$ cat config.mk
export PLATFORM = sky130hd
export DESIGN_NAME = pwl2bit_sync
export DESIGN_NICKNAME = d
export VERILOG_FILES = /design/src/rtl/pwl2bit_sync.sv
export SDC_FILE = /design/constraint.sdc
export NUM_CORES = 2
export LEC_CHECK = 0
export ABC_AREA = 1
export CAP_MARGIN = 25
export CORE_ASPECT_RATIO = 0.5
export CORE_MARGIN = 3
export CORE_UTILIZATION = 50
export DETAILED_ROUTE_END_ITERATION = 8
export GPL_TIMING_DRIVEN = 0
export PLACE_DENSITY = 0.67
export SYNTH_ARGS = -nofsm -noshare
export SYNTH_HDL_FRONTEND = slang
export SYNTH_SLANG_ARGS = --single-unit
$ cat constraint.sdc
create_clock -name clk -period 26.4 [get_ports clk]
set_input_delay 7.92 -clock clk [delete_from_list [all_inputs] [get_ports clk]]
set_output_delay 7.92 -clock clk [all_outputs]
set_load 0.02 [all_outputs]
$ cat src/rtl/pwl2bit_sync.sv
// Clocked hysteresis slicer: evaluates a PWL segment {offset, slope, t0} at each clk edge
// and debounces threshold crossings into a registered logic level with edge pulses.
module pwl2bit_sync #(
    parameter int val_w  = 24,      // signed fixed-point value width (default scale 2^16 per volt)
    parameter int time_w = 32,      // time base width, one LSB per clk period
    parameter int vth    = 32768,   // centre threshold, value LSBs
    parameter int vhys   = 6554,    // total hysteresis width, value LSBs
    parameter int ndeb   = 3,
    parameter bit init   = 1'b0
) (
    input  logic                      clk,
    input  logic                      rst,
    input  logic [2*val_w+time_w-1:0] in,
    output logic                      out,
    output logic                      rise,
    output logic                      fall,
    output logic [15:0]               ncross
);

    localparam int ndeb_c = (ndeb < 1) ? 1 : ndeb;
    localparam int vhys_c = (vhys < 0) ? 0 : vhys;
    localparam int cnt_w  = $clog2(ndeb_c + 1);
    localparam logic [cnt_w-1:0] cnt_last = cnt_w'(ndeb_c - 1);

    // Trip points are compared at twice the value scale so vhys/2 stays exact.
    localparam logic signed [63:0] thr_hi = 64'(2 * longint'(vth) + longint'(vhys_c));
    localparam logic signed [63:0] thr_lo = 64'(2 * longint'(vth) - longint'(vhys_c));

    typedef enum logic [1:0] {S_L, P_H, S_H, P_L} state_t;

    state_t              state_reg;
    logic [cnt_w-1:0]    count_reg;
    logic [time_w-1:0]   t_now_reg;
    logic                out_reg;
    logic                rise_reg;
    logic                fall_reg;
    logic [15:0]         ncross_reg;

    logic signed [val_w-1:0]  offset;
    logic signed [val_w-1:0]  slope;
    logic [time_w-1:0]        t0;
    logic signed [time_w-1:0] dt;
    logic signed [63:0]       v2;
    logic                     is_hi;
    logic                     is_lo;

    assign {offset, slope, t0} = in;
    // Modular difference keeps the evaluation correct across time base wrap.
    assign dt    = $signed(t_now_reg - t0);
    assign v2    = (64'(offset) + 64'(slope) * 64'(dt)) <<< 1;
    assign is_hi = (v2 > thr_hi);
    assign is_lo = (v2 < thr_lo);

    function automatic logic [15:0] sat_inc(input logic [15:0] value);
        return (value == 16'hFFFF) ? value : value + 16'd1;
    endfunction

    always_ff @(posedge clk) begin
        if (rst) begin
            state_reg  <= init ? S_H : S_L;
            count_reg  <= '0;
            t_now_reg  <= '0;
            out_reg    <= init;
            rise_reg   <= 1'b0;
            fall_reg   <= 1'b0;
            ncross_reg <= '0;
        end else begin
            t_now_reg <= t_now_reg + 1'b1;
            rise_reg  <= 1'b0;
            fall_reg  <= 1'b0;
            case (state_reg)
                S_L: begin
                    if (is_hi) begin
                        if (ndeb_c == 1) begin
                            state_reg  <= S_H;
                            out_reg    <= 1'b1;
                            rise_reg   <= 1'b1;
                            ncross_reg <= sat_inc(ncross_reg);
                        end else begin
                            state_reg <= P_H;
                            count_reg <= cnt_w'(1);
                        end
                    end
                end
                P_H: begin
                    if (!is_hi) begin
                        state_reg <= S_L;
                        count_reg <= '0;
                    end else if (count_reg == cnt_last) begin
                        state_reg  <= S_H;
                        count_reg  <= '0;
                        out_reg    <= 1'b1;
                        rise_reg   <= 1'b1;
                        ncross_reg <= sat_inc(ncross_reg);
                    end else begin
                        count_reg <= count_reg + 1'b1;
                    end
                end
                S_H: begin
                    if (is_lo) begin
                        if (ndeb_c == 1) begin
                            state_reg  <= S_L;
                            out_reg    <= 1'b0;
                            fall_reg   <= 1'b1;
                            ncross_reg <= sat_inc(ncross_reg);
                        end else begin
                            state_reg <= P_L;
                            count_reg <= cnt_w'(1);
                        end
                    end
                end
                P_L: begin
                    if (!is_lo) begin
                        state_reg <= S_H;
                        count_reg <= '0;
                    end else if (count_reg == cnt_last) begin
                        state_reg  <= S_L;
                        count_reg  <= '0;
                        out_reg    <= 1'b0;
                        fall_reg   <= 1'b1;
                        ncross_reg <= sat_inc(ncross_reg);
                    end else begin
                        count_reg <= count_reg + 1'b1;
                    end
                end
                default: begin
                    state_reg <= S_L;
                    count_reg <= '0;
                end
            endcase
        end
    end

    assign out    = out_reg;
    assign rise   = rise_reg;
    assign fall   = fall_reg;
    assign ncross = ncross_reg;

endmodule
==> Flow_metrics.wiki <==
{| class="wikitable"
! Metric !! Value
|-
| Count of unique library cells instantiated by Yosys || between 50 and 60
|-
| Cell area after placement || between 0.03 and 0.04 mm²
|-
| Worst Setup Start Kind || primary input
|-
| Critical path's slowest cell || sky130_fd_sc_hd__fa_1
|-
| Die outline area || 0.0736 mm²
|-
| Post-Syn Area || 0.0351 mm²
|-
| Cells after synthesis || 4728
|-
| Max Fclk || 0.0520 GHz
|-
| Number of H-tree branching levels || 2
|-
| Global-route wire length before repair || 190 mm
|-
| Detailed-router iteration count before antenna repair || 6
|-
| Number of I/O pins || 101
|-
| Simple-gate portion of the synthesized area || 23.0%
|-
| Net Count, Synth || between 5000 and 6000
|-
| Number of buffers on the longest clock path || 2
|-
| Placed cell count || 5747
|-
| Nets || 5923
|-
| Rel. slew slack || 22.0%
|-
| Cell count of the worst reg-to-reg path || 48
|-
| Most common flop cell mapped by yosys || sky130_fd_sc_hd__dfxtp_1
|-
| Final Cycle Share || between 70 and 80%
|-
| Combinational family with the most area after synthesis || adder cells
|-
| Arrival time of data at the critical path endpoint || 19.47 ns
|-
| Max Cap Violations || 0
|-
| Total negative setup slack || 0 ns
|-
| Hold Path Cell Cnt || 1
|-
| Total congestion overflow || 0
|-
| Via count of the first global-routing pass || 30900
|-
| Status || finished, final reports clean
|-
| Worst slew pin tran || around 1.2 ns
|-
| Largest stage delay on the critical path || 0.74 ns
|-
| Routed wire length per instance || 21.8 µm
|-
| Final std cell area, no fill || 0.0373 mm²
|-
| Most common cell after layout, fill and taps aside || sky130_fd_sc_hd__inv_1
|-
| Number of antenna violations at the first check in global routing || 4
|-
| Quantity of gates resized following cts || 0
|-
| Largest net degree at the start of global routing || 19
|-
| Vias post-DR || 30400
|-
| Clock root buffer master || sky130_fd_sc_hd__clkbuf_16
|-
| Flip-flop count of the largest register, all copies and words added || 32
|-
| Half-perimeter wire length after detailed placement || 111 mm
|-
| Fraction of registers with async set or reset after synthesis || 0%
|-
| TritonCTS clock tree || done
|-
| Post-Synthesis Mean Instance Area || 7.42 µm²
|-
| Clk pin slew, worst setup/hold paths || approximately 0.080 ns
|-
| Final setup vio count || 0
|-
| Post-synthesis sequential element count || 55
|-
| Share of synthesized area spent on multiplexers || 0%
|-
| Max Slew Vio Count || 0
|-
| Critical Path Fanout Max || 10
|-
| Unrepaired setup endpoints after global routing || no
|-
| Final Critical Period || 19.24 ns
|-
| Final Wtd Congestion || 1.05
|-
| Non-filler instance count after layout || 5757
|-
| Number of enable flip-flop cells after synthesis || 0
|-
| Required time worst endpoint || ~27 ns
|-
| Antenna Cells || 0
|-
| Worst hold slack across all endpoints || 0.464 ns
|-
| Most used cell, CP || sky130_fd_sc_hd__nand2_1
|-
| Synth Area in Compound Gates || between 2 and 3%
|-
| Number of sinks handled by clock tree synthesis || 55
|-
| DRT Wirelength || roughly 130 mm
|-
| Detailed-route DRC error count || 0
|-
| Latest clock arrival within the worst-skew pair || 0.30 ns
|-
| Number of buffers inserted for hold repair after clock tree synthesis || 0
|-
| Chip width || 381 µm
|-
| Antenna violation net count after detailed routing || 0
|-
| Most frequent cells in the layout || sky130_fd_sc_hd__inv_1 (1318), sky130_fd_sc_hd__nand2_1 (1136), sky130_fd_sc_hd__fa_1 (827)
|-
| Via density per instance || approximately 5.3
|-
| Effective utilization at floorplan || 51.4%
|-
| Kind of capture point of the worst setup path || flip-flop
|-
| Number of port buffers || 85
|-
| Clk_skew || 0.00862 ns
|-
| Adder-cell share of the synthesized area || between 50 and 60%
|-
| Ratio of cells with drive above 1 in the final layout || 2.36%
|-
| Post-CTS setup-driven buffer insertion count || 0
|-
| Yosys warning total || 0
|-
| Std-Cell Rows || 67
|-
| Xor and xnor area share after synthesis || 1.45%
|-
| 1st-iter DRT viols || 3126
|-
| Chip Height || 193 µm
|-
| CTS buffer count || 5
|-
| Core region area || 0.0682 mm²
|-
| Overall global routing resource usage || 34.6%
|-
| Syn-to-layout area delta || 6.38%
|-
| Share of synthesized area occupied by flip-flops and latches || 3.14%
|-
| Final hold violation count || 0
|-
| HP Class || reg2reg
|-
| Critical Setup Path Class || in2reg
|}
[kinds of logic after synthesis]
logic type	count (synthesis)
and+or+nand+nor	1962
buffers and inverters	1466
DFF	55
AOI/OAI and AO/OA	171
adders and majority gates	1016
xor gates and xnor gates	58
[final cells by class]
cell class | count | area [µm²]
multi-input combinational | 3207 | 28500
buffer | 126 | 499
inverter | 1340 | 5030
timing repair buffer | 90 | 918
sequential | 55 | 1100
fill | 6760 | 30900
clock buffer | 5 | 125
tap | 931 | 1160
clock inverter | 3 | 22.5
[worst max-delay path, delay by kind of cell]
kind	cells	cell delay (ns)
simple gates	21	3.25
xor+xnor	1	0.16
compound gates	5	0.90
fa+ha+maj	10	4.88
buf+inv	11	2.32
[Yosys cell counts, types with 2 or more instances]
library cell	n	area, µm²
sky130_fd_sc_hd__xnor2_1	33	289
sky130_fd_sc_hd__nor3_1	28	140
sky130_fd_sc_hd__or2_2	34	213
sky130_fd_sc_hd__fa_1	827	16600
sky130_fd_sc_hd__nand3_2	6	60.1
sky130_fd_sc_hd__nor3_2	3	30.0
sky130_fd_sc_hd__nand3_1	88	440
sky130_fd_sc_hd__inv_1	1318	4950
sky130_fd_sc_hd__buf_1	2	7.51
sky130_fd_sc_hd__buf_2	6	30.0
sky130_fd_sc_hd__nand2_1	1136	4260
sky130_fd_sc_hd__clkinv_1	16	60.1
sky130_fd_sc_hd__nand2_2	14	87.6
sky130_fd_sc_hd__o21bai_1	7	52.6
sky130_fd_sc_hd__nand4_1	63	394
sky130_fd_sc_hd__and2_1	9	56.3
sky130_fd_sc_hd__a31oi_1	2	12.5
sky130_fd_sc_hd__o21a_1	5	37.5
sky130_fd_sc_hd__nand3b_1	8	60.1
sky130_fd_sc_hd__inv_2	6	22.5
sky130_fd_sc_hd__ha_1	189	2360
sky130_fd_sc_hd__and3_1	3	18.8
sky130_fd_sc_hd__nor4_1	7	43.8
sky130_fd_sc_hd__a21o_1	4	30.0
sky130_fd_sc_hd__clkbuf_1	115	432
sky130_fd_sc_hd__dfxtp_1	55	1100
sky130_fd_sc_hd__a21oi_1	105	526
sky130_fd_sc_hd__or2_1	5	31.3
sky130_fd_sc_hd__buf_4	2	15.0
sky130_fd_sc_hd__nor2_1	528	1980
sky130_fd_sc_hd__o21ai_1	3	15.0
sky130_fd_sc_hd__o211ai_1	3	22.5
sky130_fd_sc_hd__nor2_2	16	100
sky130_fd_sc_hd__a21oi_2	4	35.0
sky130_fd_sc_hd__xor2_1	25	219
sky130_fd_sc_hd__a21boi_1	3	22.5
sky130_fd_sc_hd__nor3b_1	4	30.0
sky130_fd_sc_hd__o21ai_0	30	150
[metal layers]
layer  wire length, µm  vias up  global-route usage (%)
met5               161        -                   0.766
met4              4420        6                    9.55
met3             18200      218                    13.9
met2             49100     1483                    47.6
met1             53800    15100                    50.2
li1                  -    13600                       -
[path summary, 6_finish.rpt]
check	start	to	slack, ns
worst max-delay path	in[0]	ncross[10]$_SDFFE_PP0P_	7.16
worst min-delay path	t_now_reg[0]$_SDFF_PP0_	t_now_reg[0]$_SDFF_PP0_	0.46
worst max register to register	t_now_reg[0]$_SDFF_PP0_	ncross[10]$_SDFFE_PP0P_	14.88
worst min register to register	t_now_reg[0]$_SDFF_PP0_	t_now_reg[0]$_SDFF_PP0_	0.46
[stage by stage]
stage / setup slack (ns) / util [%]
after global routing: 6.63 / 54.7
final: 7.16 / 54.7
after detailed placement: 7.02 / 54.5
after floorplan: 9.85 / -
after CTS: 7.31 / 54.7
after global placement: 7.14 / 54.4
Power is not shown: default switching activity piles up to over one toggle a cycle in this logic, so the estimate is an artifact.
